`src/rtl/coord_stream_buffer_if.sv`:
```
// Coordinate replay stream: buffer (master) presents (x, y) pairs to the pathfinding core (slave).
interface coord_stream_buffer_if #(
   parameter int unsigned COORD_W = 8
) ();
   logic               out_valid;
   logic               out_ready;
   logic               out_last;
   logic [COORD_W-1:0] out_x;
   logic [COORD_W-1:0] out_y;

   modport master (output out_valid, output out_x, output out_y, output out_last, input out_ready);
   modport slave  (input out_valid, input out_x, input out_y, input out_last, output out_ready);
endinterface

```
`src/rtl/coord_stream_buffer.sv`:
```
// Captures collector (x, y) commits on the write-strobe falling edge, then replays them in order.
// Optional grid bounds filtering is compiled in with `define COORD_BOUNDS_CHECK_EN.
module coord_stream_buffer #(
   parameter int unsigned DEPTH   = 16,
   parameter int unsigned ADDR_W  = 4,
   parameter int unsigned COORD_W = 8,
   parameter int unsigned GRID_W  = 32,
   parameter int unsigned GRID_H  = 32
) (
   input  logic                clk,
   input  logic                reset,
   input  logic [COORD_W-1:0]  coord_x_in,
   input  logic [COORD_W-1:0]  coord_y_in,
   input  logic                coord_wren_in,
   input  logic                collect_done_in,
   coord_stream_buffer_if.master stream,
   output logic [ADDR_W:0]     count,
   output logic                overflow,
   output logic                oob_err,
   output logic                stream_done
);

   localparam int unsigned ENTRY_W   = 2 * COORD_W;
   localparam logic [ADDR_W:0] DEPTH_CNT = (ADDR_W+1)'(DEPTH);

   typedef enum logic [1:0] {COLLECT, STREAM, DONE} state_t;

   state_t               state;
   logic                 wren_q;
   logic [ADDR_W-1:0]    wr_ptr;
   logic [ADDR_W:0]      rd_ptr;
   logic [ENTRY_W-1:0]   mem [DEPTH];

   logic                 commit_c;
   logic                 full_c;
   logic                 oob_c;
   logic                 drop_oob_c;
   logic                 store_c;
   logic [ENTRY_W-1:0]   rd_data_c;

`ifdef COORD_BOUNDS_CHECK_EN
   localparam bit BOUNDS_EN = 1'b1;

   // Sticky record of any out-of-grid commit seen while collecting.
   always_ff @(posedge clk) begin
      if (reset) begin
         oob_err <= 1'b0;
      end else if (commit_c && oob_c) begin
         oob_err <= 1'b1;
      end
   end
`else
   localparam bit BOUNDS_EN = 1'b0;

   assign oob_err = 1'b0;
`endif

   assign commit_c   = (state == COLLECT) && wren_q && !coord_wren_in;
   assign full_c     = (count == DEPTH_CNT);
   assign oob_c      = (32'(coord_x_in) >= GRID_W) || (32'(coord_y_in) >= GRID_H);
   assign drop_oob_c = oob_c && BOUNDS_EN;
   assign store_c    = commit_c && !full_c && !drop_oob_c;
   assign rd_data_c  = mem[rd_ptr[ADDR_W-1:0]];

   // Entry storage; contents are don't-care after reset.
   always_ff @(posedge clk) begin
      if (store_c) begin
         mem[wr_ptr] <= {coord_x_in, coord_y_in};
      end
   end

   // Control FSM; rd_ptr always points at the next entry to load into the output register.
   always_ff @(posedge clk) begin
      if (reset) begin
         state            <= COLLECT;
         wren_q           <= 1'b0;
         wr_ptr           <= '0;
         rd_ptr           <= '0;
         count            <= '0;
         overflow         <= 1'b0;
         stream_done      <= 1'b0;
         stream.out_valid <= 1'b0;
         stream.out_x     <= '0;
         stream.out_y     <= '0;
         stream.out_last  <= 1'b0;
      end else begin
         wren_q <= coord_wren_in;
         case (state)
            COLLECT: begin
               if (store_c) begin
                  wr_ptr <= wr_ptr + ADDR_W'(1);
                  count  <= count + (ADDR_W+1)'(1);
               end
               if (commit_c && full_c) begin
                  overflow <= 1'b1;
               end
               if (collect_done_in) begin
                  state <= STREAM;
               end
            end
            STREAM: begin
               if (!stream.out_valid || stream.out_ready) begin
                  if (rd_ptr == count) begin
                     stream.out_valid <= 1'b0;
                     stream.out_last  <= 1'b0;
                     stream_done      <= 1'b1;
                     state            <= DONE;
                  end else begin
                     stream.out_valid <= 1'b1;
                     stream.out_x     <= rd_data_c[ENTRY_W-1 -: COORD_W];
                     stream.out_y     <= rd_data_c[COORD_W-1:0];
                     stream.out_last  <= ((rd_ptr + (ADDR_W+1)'(1)) == count);
                     rd_ptr           <= rd_ptr + (ADDR_W+1)'(1);
                  end
               end
            end
            default: begin
            end
         endcase
      end
   end

endmodule

```
`src/flat_wrapper.sv`:
```
// flat-port wrapper written by rule: the top's interface ports become plain ports
module coord_stream_buffer_flat 
#(
   parameter int unsigned DEPTH   = 16,
   parameter int unsigned ADDR_W  = 4,
   parameter int unsigned COORD_W = 8,
   parameter int unsigned GRID_W  = 32,
   parameter int unsigned GRID_H  = 32
)
  (clk, reset, coord_x_in, coord_y_in, coord_wren_in, collect_done_in, count, overflow, oob_err, stream_done, stream_out_valid, stream_out_x, stream_out_y, stream_out_last, stream_out_ready);
  coord_stream_buffer_if #(.COORD_W(COORD_W)) stream_i ();
  input  logic clk;
  input  logic reset;
  input  logic [COORD_W-1:0] coord_x_in;
  input  logic [COORD_W-1:0] coord_y_in;
  input  logic coord_wren_in;
  input  logic collect_done_in;
  output logic [ADDR_W:0] count;
  output logic overflow;
  output logic oob_err;
  output logic stream_done;
  output wire logic [$bits(stream_i.out_valid)-1:0] stream_out_valid;
  output wire logic [$bits(stream_i.out_x)-1:0] stream_out_x;
  output wire logic [$bits(stream_i.out_y)-1:0] stream_out_y;
  output wire logic [$bits(stream_i.out_last)-1:0] stream_out_last;
  input wire logic [$bits(stream_i.out_ready)-1:0] stream_out_ready;
  assign stream_out_valid = stream_i.out_valid;
  assign stream_out_x = stream_i.out_x;
  assign stream_out_y = stream_i.out_y;
  assign stream_out_last = stream_i.out_last;
  assign stream_i.out_ready = stream_out_ready;
  coord_stream_buffer #(.DEPTH(DEPTH), .ADDR_W(ADDR_W), .COORD_W(COORD_W), .GRID_W(GRID_W), .GRID_H(GRID_H)) u_core (.clk(clk), .reset(reset), .coord_x_in(coord_x_in), .coord_y_in(coord_y_in), .coord_wren_in(coord_wren_in), .collect_done_in(collect_done_in), .stream(stream_i), .count(count), .overflow(overflow), .oob_err(oob_err), .stream_done(stream_done));
endmodule
```
`config.mk`:
```
export PLATFORM = sky130hd
export DESIGN_NAME = coord_stream_buffer_flat
export DESIGN_NICKNAME = d
export VERILOG_FILES = /design/src/rtl/coord_stream_buffer_if.sv /design/src/rtl/coord_stream_buffer.sv /design/src/flat_wrapper.sv
export SDC_FILE = /design/constraint.sdc
export NUM_CORES = 1
export LEC_CHECK = 0
export CORE_MARGIN = 2
export CORE_UTILIZATION = 43
export CTS_CLUSTER_DIAMETER = 150
export CTS_CLUSTER_SIZE = 40
export DETAILED_ROUTE_END_ITERATION = 8
export GPL_TIMING_DRIVEN = 0
export PLACE_DENSITY_LB_ADDON = 0.25
export SLEW_MARGIN = 5
export SYNTH_ARGS = -nofsm -noshare
export SYNTH_HDL_FRONTEND = slang
export SYNTH_SLANG_ARGS = --single-unit
```
`constraint.sdc`:
```
create_clock -name clk -period 7.9 [get_ports clk]
set_clock_uncertainty 0.05 [all_clocks]
set_input_delay 0.79 -clock clk [delete_from_list [all_inputs] [get_ports clk]]
set_output_delay 0.79 -clock clk [all_outputs]
set_load 0.02 [all_outputs]
```
# Word level (Yosys, flattened, before mapping)
# Memories as Yosys holds them, arrays and structs flattened. A register that Yosys moved wholly into a read port is not among the register bits.
# Cells that the tools add are included.
# totals
ff_bits	21
ram_bits	256
inputBits	21
out_inout_bits	26
n_memories	1
# op_classes
n_addsub	3
n_eq_ne	7
mux	8
bitwise	1
reduce_logical	16
# mem_list
memory	words	width	read_ports	rd_ports_with_merged_regs	wr	line_no	text
u_core.mem	16	16	1	1	1	coord_stream_buffer.sv:32	logic [ENTRY_W-1:0] mem [DEPTH];
# op_table
op	count
$add A5 B1 Y5 const B	2
$eq A5 B5 Y1	2
$mux W2	3
$reduce_and A2 Y1	3
$reduce_and A3 Y1	2
$eq A5 B5 Y1 const B	1
$add A4 B1 Y4 const B	1
$logic_and A1 B1 Y1	4
$mux W1	4
$ne A2 B1 Y1 const B	2
$pmux W2 S2	1
$reduce_and A4 Y1	1
$logic_not A1 Y1	3
$eq A2 B1 Y1 const B	1
$logic_not A2 Y1	1
$ne A2 B2 Y1 const B	1
$reduce_bool A2 Y1	1
$logic_or A1 B1 Y1	1
$not A1 Y1	1

# Depth between registers and ports, before layout
# Gate-level depths: netlist of run 1.
# depth
depth_word	6
ltp_mapped	9
mapped_depth_nobuf	7

# Least setup slack after synthesis of run 1
# No wires, ideal clock.
# synth_path
kind	input-to-reg
from	input coord_wren_in
to	memory u_core.mem[3][0] in the netlist's numbering, enable pin
setup_time_ns	0.409
t_arrival_ns	2.743
path_slack_ns	4.698
cell_stages	5
cell_sequence	nor4b_2 > nor2b_1 > buf_2 > nand2_1 > nor3_1
# synth_between
elab_chain_cells	5
# synth_rtl
item	line_no	text
from (decl)	flat_wrapper.sv:16	input logic coord_wren_in;
$logic_not A1 Y1	coord_stream_buffer.sv:58	assign commit_c = (state == COLLECT) && wren_q && !coord_wren_in;
$logic_and A1 B1 Y1	coord_stream_buffer.sv:58	
$logic_and A1 B1 Y1	coord_stream_buffer.sv:62	assign store_c = commit_c && !full_c && !drop_oob_c;
$mux W1	coord_stream_buffer.sv:67	if (store_c) begin
$mux W1 (not written as such)	coord_stream_buffer.sv:68	mem[wr_ptr] <= {coord_x_in, coord_y_in};
to (decl)	coord_stream_buffer.sv:32	
# Every way passes these cells.

# Worst setup path after layout of run 1
# layout_path
from	input coord_wren_in
to	memory u_core.mem[1][11] in the netlist's numbering, enable pin
# Same word-level chain as after synthesis.

==> results of run 1 <==
[how the worst min path moves through the flow]
| stage | from | cells after the start | to |
|---|---|---|---|
| finish | u_core.stream.out_last | 2 | u_core.stream.out_last |
| global route | u_core.overflow | 2 | u_core.overflow |
| CTS | u_core.stream.out_last | 2 | u_core.stream.out_last |
| detailed placement | u_core.stream.out_last | 2 | u_core.stream.out_last |
| global placement | u_core.stream_done | 2 | u_core.stream_done |
| floorplan | u_core.state[1] | 2 | u_core.state[1] |
[power groups by stage]
| stage | clock network, mW | logic, mW | registers [mW] |
|---|---|---|---|
| 6_report | 0.720 | 0.106 | 1.70 |
| 3_3_place_gp | 0 | 0.102 | 1.73 |
| 5_1_grt | 0.778 | 0.115 | 1.70 |
| 3_5_place_dp | 0 | 0.106 | 1.73 |
| 2_1_floorplan | 0 | 0.0441 | 1.74 |
| 4_1_cts | 0.734 | 0.107 | 1.70 |
[cell usage after synthesis (2+ instances only)]
| cell type | instances |
|---|---|
| a221oi_1 | 8 |
| clkbuf_1 | 7 |
| dfxtp_1 | 37 |
| a311oi_1 | 4 |
| nor3b_1 | 2 |
| mux4_2 | 43 |
| nand4_1 | 3 |
| edfxtp_1 | 256 |
| buf_2 | 11 |
| mux2_2 | 3 |
| o211ai_1 | 4 |
| inv_1 | 11 |
| a211oi_1 | 12 |
| buf_6 | 8 |
| xor2_1 | 5 |
| ha_1 | 7 |
| nand2_1 | 14 |
| a21oi_1 | 20 |
| mux4_1 | 6 |
| nand2b_1 | 3 |
| nor2_1 | 70 |
| a221oi_2 | 4 |
| nor3_1 | 6 |
| buf_4 | 10 |
| xnor2_1 | 10 |
| nor2b_1 | 4 |
| mux2i_1 | 49 |
[critical path, cell delays in order]
cell and delay (ns):
clkdlybuf4s50_1 0.43, nor4b_2 0.37, nor2b_1 0.19, buf_2 0.24, nand2_1 0.21, nor3_2 0.73, buf_4 0.35
[area by class of cell]
type / count / share of cell area (%)
well taps: 341 / 3.27
inverters: 11 / 0.316
repair buffers: 62 / 5.12
multi-input cells: 293 / 22.1
flip-flops and latches: 293 / 64.6
clock inverters: 1 / 0.230
clock buffers: 16 / 2.25
plain buffers: 39 / 2.18
[sequential cells by signal, indices dropped and copies added, names as in the netlist]
signal and flops:
u_core.count 5, u_core.mem 256, u_core.overflow 1, u_core.rd_ptr 5, u_core.state 2, u_core.stream.out_last 1, u_core.stream.out_valid 1, u_core.stream.out_x 8
u_core.stream.out_y 8, u_core.stream_done 1, u_core.wr_ptr 4, u_core.wren_q 1
[routing by layer]
| metal | up-vias | wire length, um | share of wire (%) | GRT usage, % |
|---|---|---|---|---|
| li1 | 2632 | - | - | - |
| met1 | 3121 | 11300 | 44 | 25.7 |
| met2 | 157 | 12700 | 50 | 31.1 |
| met3 | 18 | 1200 | 4.7 | 2.49 |
| met5 | - | 0 | 0 | 0 |
| met4 | 0 | 280 | 1.1 | 2.66 |
[kinds of logic (layout without fill, tap and decap cells)]
kind of cell / count (synthesis) / count (layout) / share of synthesized area, %
xor+xnor: 16 / 16 / 1.27
compound gates: 60 / 60 / 3.98
buf+inv: 50 / 129 / 2.82
mux: 101 / 101 / 14.2
other cells: 1 / 1 / 0.0324
flops: 293 / 293 / 72.7
simple gates: 108 / 108 / 4.16
fa+ha+maj: 7 / 7 / 0.756
[per-stage QoR]
step	hold slack (ns)	power, mW
2_1_floorplan	0.413	1.78
6_report	0.418	2.52
5_1_grt	0.454	2.59
3_3_place_gp	0.394	1.83
3_5_place_dp	0.400	1.84
4_1_cts	0.419	2.54
==> metrics.md, run 1 <==
| Metric | Value |
|---|---|
| Hold buffer count at cts | `0` |
| Register area | `between 8000 and 9000 um^2` |
| Critical Path Start Type | `input port` |
| Cell taking the most area after synthesis | `edfxtp_1` |
| CTS tree | `yes` |
| Sequential power share | `about two thirds` |
| Placed cells | `around 1000` |
| Worst skew pair latency | `0.50 ns` |
| Final Max Slew Viols | `0` |
| Vias per inst | `5.61` |
| Drt wl/cell | `~24 um` |
| Synth Instances | `~640` |
| Maximum vdd drop | `0.193 mV` |
| Vias in the first global route | `6094` |
| P_leak | `about 4.0 nW` |
| FF-to-FF Start | `u_core.count[1]` |
| RSZ-0062 raised after global routing | `no` |
| Fillers | `approximately 2200` |
| DR pass1 iterations | `5` |
| Die Span Y | `between 150 and 200 um` |
| Initial antenna violation count | `0` |
| Cell area after synthesis | `about 12000 um^2` |
| Post-DP Area | `approximately 13000 um^2` |
| Via count | `between 5000 and 6000` |
| Die W | `168 um` |
| Final HPWL DP | `17.4 mm` |
| Power per cell area | `slightly below 200 nW/um^2` |
| Post-synth EDFFs | `around 260` |
| Worst reg2reg endpoint | `u_core.mem[1][11]` |
| Routability cong. | `0.817` |
| Starting Density | `~43%` |
| DRC violations left | `0` |
| Power share of the combinational group | `4.2%` |
| YS warnings | `0` |
| CP Class | `input port to flop` |
| Most frequent cells in the layout | `edfxtp_1 (256), nor2_1 (58), mux2i_1 (49), clkdlybuf4s50_1 (45), mux4_2 (43)` |
| CTS root buf | `clkbuf_16` |
| CTS resizes | `0` |
| Rows | `60` |
| Endpoint type of the worst setup path | `flop` |
| Top cell type's share of synthesized area | `66.3%` |
| Final period util | `approximately two fifths` |
| Ys flop type | `edfxtp_1` |
| Clock Power Share | `between 20% and 30%` |
| Final wirelength | `roughly 25 mm` |
| Post-synth cell types | `between 40 and 50` |
| Post-CTS Setup Bufs | `0` |
| Setup TNS | `0 ns` |
| Remaining antenna violation count | `0` |
| Ports | `between 40 and 50` |
| Placement Setup Slack | `4.21 ns` |
| Fin area | `between 10000 and 15000 um^2` |
| Commonest non-fill, non-tap cell in the layout | `edfxtp_1` |
| FF+latch count, synth | `around 290` |
| Top cells by area, synth | `edfxtp_1 (66%), mux4_2 (8.4%), dfxtp_1 (6.4%)` |
| Crit path DAT | `between 3 and 4 ns` |
| Count of final hold-check violations | `0` |
| Total gr overflow | `0` |
| Cell Count, Final, Fillers Out | `~1100` |
| Iter 0 DRT Violations | `~610` |
| Port bufs | `45` |
| Fraction of layout instances using a drive strength above 1 | `18.7%` |
| Setup WS post-layout | `between 4 and 5 ns` |
| WP data required | `8.05 ns` |
| Largest net degree at the start of global routing | `42` |
| Max Freq | `314 MHz` |
| Switch Pwr | `0.521 mW` |
| Clock Path Buffers | `3` |
| Worst-Margin Slew | `between 0.9 and 1 ns` |
| Max-Cap Viols | `0` |
| Final setup vio count | `0` |
| Average cell area after synthesis | `18.2 um^2` |
| CTS sink cnt | `about 290` |
| Min Tclk post-route | `3.19 ns` |
| Critical path peak fanout | `10` |
| Switching Share | `~21%` |
| Post-synth ARST share | `0%` |
| Multi-input gate area | `2880 um^2` |
| Setup crit end | `u_core.mem[1][11]` |
| Setup crit start | `coord_wren_in` |
| Die ar. | `28300 um^2` |
| Final core utilization | `~50%` |
| Worst-path clk slew | `roughly 0.14 ns` |
| Nets | `between 700 and 800` |
| Antenna cell count | `0` |
| Worst Reg-to-Reg Cells | `8` |
| First-pass GRT wire length | `38.2 mm` |
| Worst min path class | `flop to flop` |
| Status | `finished, final reports clean` |
| Internal Dissipation | `between 2 and 2.5 mW` |
| Htree depth | `1` |
| Core box area | `approximately 27000 um^2` |
| Max-slew headroom | `around 39%` |
| Tot GR Track Use | `a little under a fifth` |
| Num CTS Buffers | `11` |
| Layout area overhead | `12.7%` |
| Sequential share of the synthesized area | `between 70 and 80%` |
| Post-Syn Nets | `approximately 660` |
| Flop2flop setup slack | `approximately 5 ns` |
(Power assumes the default switching activity.)
==> run 2, diff against run 1 <==
==> constraint.sdc (replaced) <==
create_clock -name clk -period 2.97 [get_ports clk]
set_clock_uncertainty 0.05 [all_clocks]
set_input_delay 0.297 -clock clk [delete_from_list [all_inputs] [get_ports clk]]
set_output_delay 0.297 -clock clk [all_outputs]
set_load 0.02 [all_outputs]
==> run 2 against run 1 <==
Effect of this change: sequential share of layout area fell by 0.30 points; global-route usage rose by 0.23 points; sequential power rose to 2.7 times the previous value; first-iteration DRC count fell by 2.9%; final cell count barely moved; utilization rose by 0.22 points; critical endpoint is now u_core.mem[4][2]; critical path type is now flop to flop.
==> metrics.md, run 2 (synthesis results as in run 1) <==
| Metric | Value |
|---|---|
| Status | `finished, final reports clean` |
| Vias per inst | `5.59` |
| Worst-path clk slew | `about 0.15 ns` |
| Die Span Y | `approximately 170 um` |
| Clock Path Buffers | `3` |
| Max-Cap Viols | `0` |
| Final wirelength | `25.4 mm` |
| Antenna cell count | `0` |
| Initial antenna violation count | `0` |
| Ports | `47` |
| Iter 0 DRT Violations | `593` |
| Nets | `about 740` |
| Starting Density | `between 40 and 50%` |
| Worst skew pair latency | `approximately 0.5 ns` |
| P_leak | `around 4 nW` |
| Commonest non-fill, non-tap cell in the layout | `edfxtp_1` |
| Layout area overhead | `13.2%` |
| Most flops, register | `u_core.mem` |
| Hold buffer count at cts | `0` |
| WP data required | `~3.1 ns` |
| Drt wl/cell | `between 20 and 25 um` |
| Die W | `roughly 170 um` |
| CP Class | `flop to flop` |
| Final HPWL DP | `17.4 mm` |
| Endpoint type of the worst setup path | `flop` |
| Power per cell area | `510 nW/um^2` |
| CTS sink cnt | `just under 300` |
| Total gr overflow | `0` |
| Fin area | `approximately 13000 um^2` |
| Crit path DAT | `between 2 and 3 ns` |
| Die ar. | `~28000 um^2` |
| Most frequent cells in the layout | `edfxtp_1 (256), nor2_1 (58), mux2i_1 (49), clkdlybuf4s50_1 (45), mux4_2 (43)` |
| CTS resizes | `0` |
| Via count | `approximately 6000` |
| Final core utilization | `49.1%` |
| Placement Setup Slack | `-0.0813 ns` |
| Total chip power | `~6.7 mW` |
| DRC violations left | `0` |
| Hold WS | `around 0.35 ns` |
| Critical path peak fanout | `10` |
| Rows | `60` |
| Worst-Margin Slew | `a little over 0.7 ns` |
| Largest net degree at the start of global routing | `42` |
| Min Tclk post-route | `~2.8 ns` |
| Max-slew headroom | `around 53%` |
| Final period util | `a little over nine tenths` |
| Max Freq | `~360 MHz` |
| Flop2flop setup slack | `0.19 ns` |
| Post-CTS Setup Bufs | `0` |
| Setup crit end | `u_core.mem[4][2]` |
| Worst min path class | `input port to flop` |
| Final setup vio count | `0` |
| CTS tree | `yes` |
| Setup crit start | `u_core.count[1]` |
| Fraction of layout instances using a drive strength above 1 | `between 10% and 20%` |
| RSZ-0062 raised after global routing | `no` |
| Vias in the first global route | `6084` |
| DR pass1 iterations | `5` |
| Count of final hold-check violations | `0` |
| FF-to-FF Start | `u_core.count[1]` |
| Max reg flops | `256` |
| Biggest regs | `u_core.mem x256, u_core.stream.out_x x8, u_core.stream.out_y x8` |
| Num CTS Buffers | `11` |
| Worst reg2reg endpoint | `u_core.mem[4][2]` |
| Setup WS post-layout | `between 0.15 and 0.2 ns` |
| Post-DP Area | `~13000 um^2` |
| Worst Reg-to-Reg Cells | `8` |
| Tot GR Track Use | `18.4%` |
| Final Max Slew Viols | `0` |
| Hold path start | `coord_wren_in` |
| CTS root buf | `clkbuf_16` |
| Port bufs | `45` |
| Htree depth | `1` |
| Routability cong. | `just under 0.8` |
| Remaining antenna violation count | `0` |
| Fillers | `roughly 2200` |
| First-pass GRT wire length | `~38 mm` |
| Critical Path Start Type | `flop` |
| Maximum vdd drop | `between 0.4 and 0.5 mV` |
| Core box area | `around 27000 um^2` |
[run 2: cell type report]
class	instances	area [um^2]	share of cell area, %
buffer	39	285	2.17
clock buffer	16	294	2.24
inverter	11	41.3	0.315
timing repair buffer	61	703	5.36
tap	341	427	3.25
sequential	293	8430	64.3
multi-input combinational	293	2910	22.2
clock inverter	1	30.0	0.229
[run 2: where the power goes]
part | switching [mW] | leakage (nW) | internal (mW)
Clock | 1.17 | 0.153 | 0.724
Combinational | 0.174 | 1.23 | 0.111
Sequential | 0.0200 | 2.60 | 4.50
Total | 1.36 | 3.98 | 5.33
[run 2: per-stage QoR]
stage / setup TNS (ns) / instances
2_1_floorplan: 0 / 636
3_3_place_gp: -160.93 / 1022
3_5_place_dp: -2.77 / 1038
4_1_cts: 0 / 1055
5_1_grt: 0 / 1055
6_report: 0 / 1055
[run 2: per-layer routing]
layer / routed length, um / up-vias / part of all wire, % / track usage (%)
met1: 11200 / 3073 / 44 / 25.7
met3: 1220 / 26 / 4.8 / 2.52
met4: 574 / 0 / 2.3 / 4.46
met5: 0 / - / 0 / 0
li1: - / 2628 / - / -
met2: 12400 / 167 / 49 / 31.0
[run 2: worst min path at each step]
stage,endpoint,slack [ns],cells after the start
6_report,u_core.wren_q,0.35,2
3_5_place_dp,u_core.stream.out_last,0.40,2
4_1_cts,u_core.wren_q,0.35,2
2_1_floorplan,u_core.mem[0][0],0.35,0
5_1_grt,u_core.wren_q,0.36,2
3_3_place_gp,u_core.stream_done,0.39,2
[run 2: critical path, stage by stage, from the launching register on]
cell,delay [ns]
dfxtp_1,0.57
inv_1,0.10
ha_1,0.19
nor4bb_1,0.15
nor2b_1,0.12
buf_2,0.26
nand2_1,0.24
nor2_2,0.58
buf_8,0.24
==> run 3, diff against run 2 <==
--- a/config.mk
+++ b/config.mk
@@ -10,6 +10,7 @@
 export CTS_CLUSTER_DIAMETER = 150
 export CTS_CLUSTER_SIZE = 40
 export DETAILED_ROUTE_END_ITERATION = 8
+export GPL_ROUTABILITY_DRIVEN = 0
 export GPL_TIMING_DRIVEN = 0
 export PLACE_DENSITY_LB_ADDON = 0.25
 export SLEW_MARGIN = 5
==> results of run 3 <==
The final DEF is identical to that of run 2; final timing and power are the same.
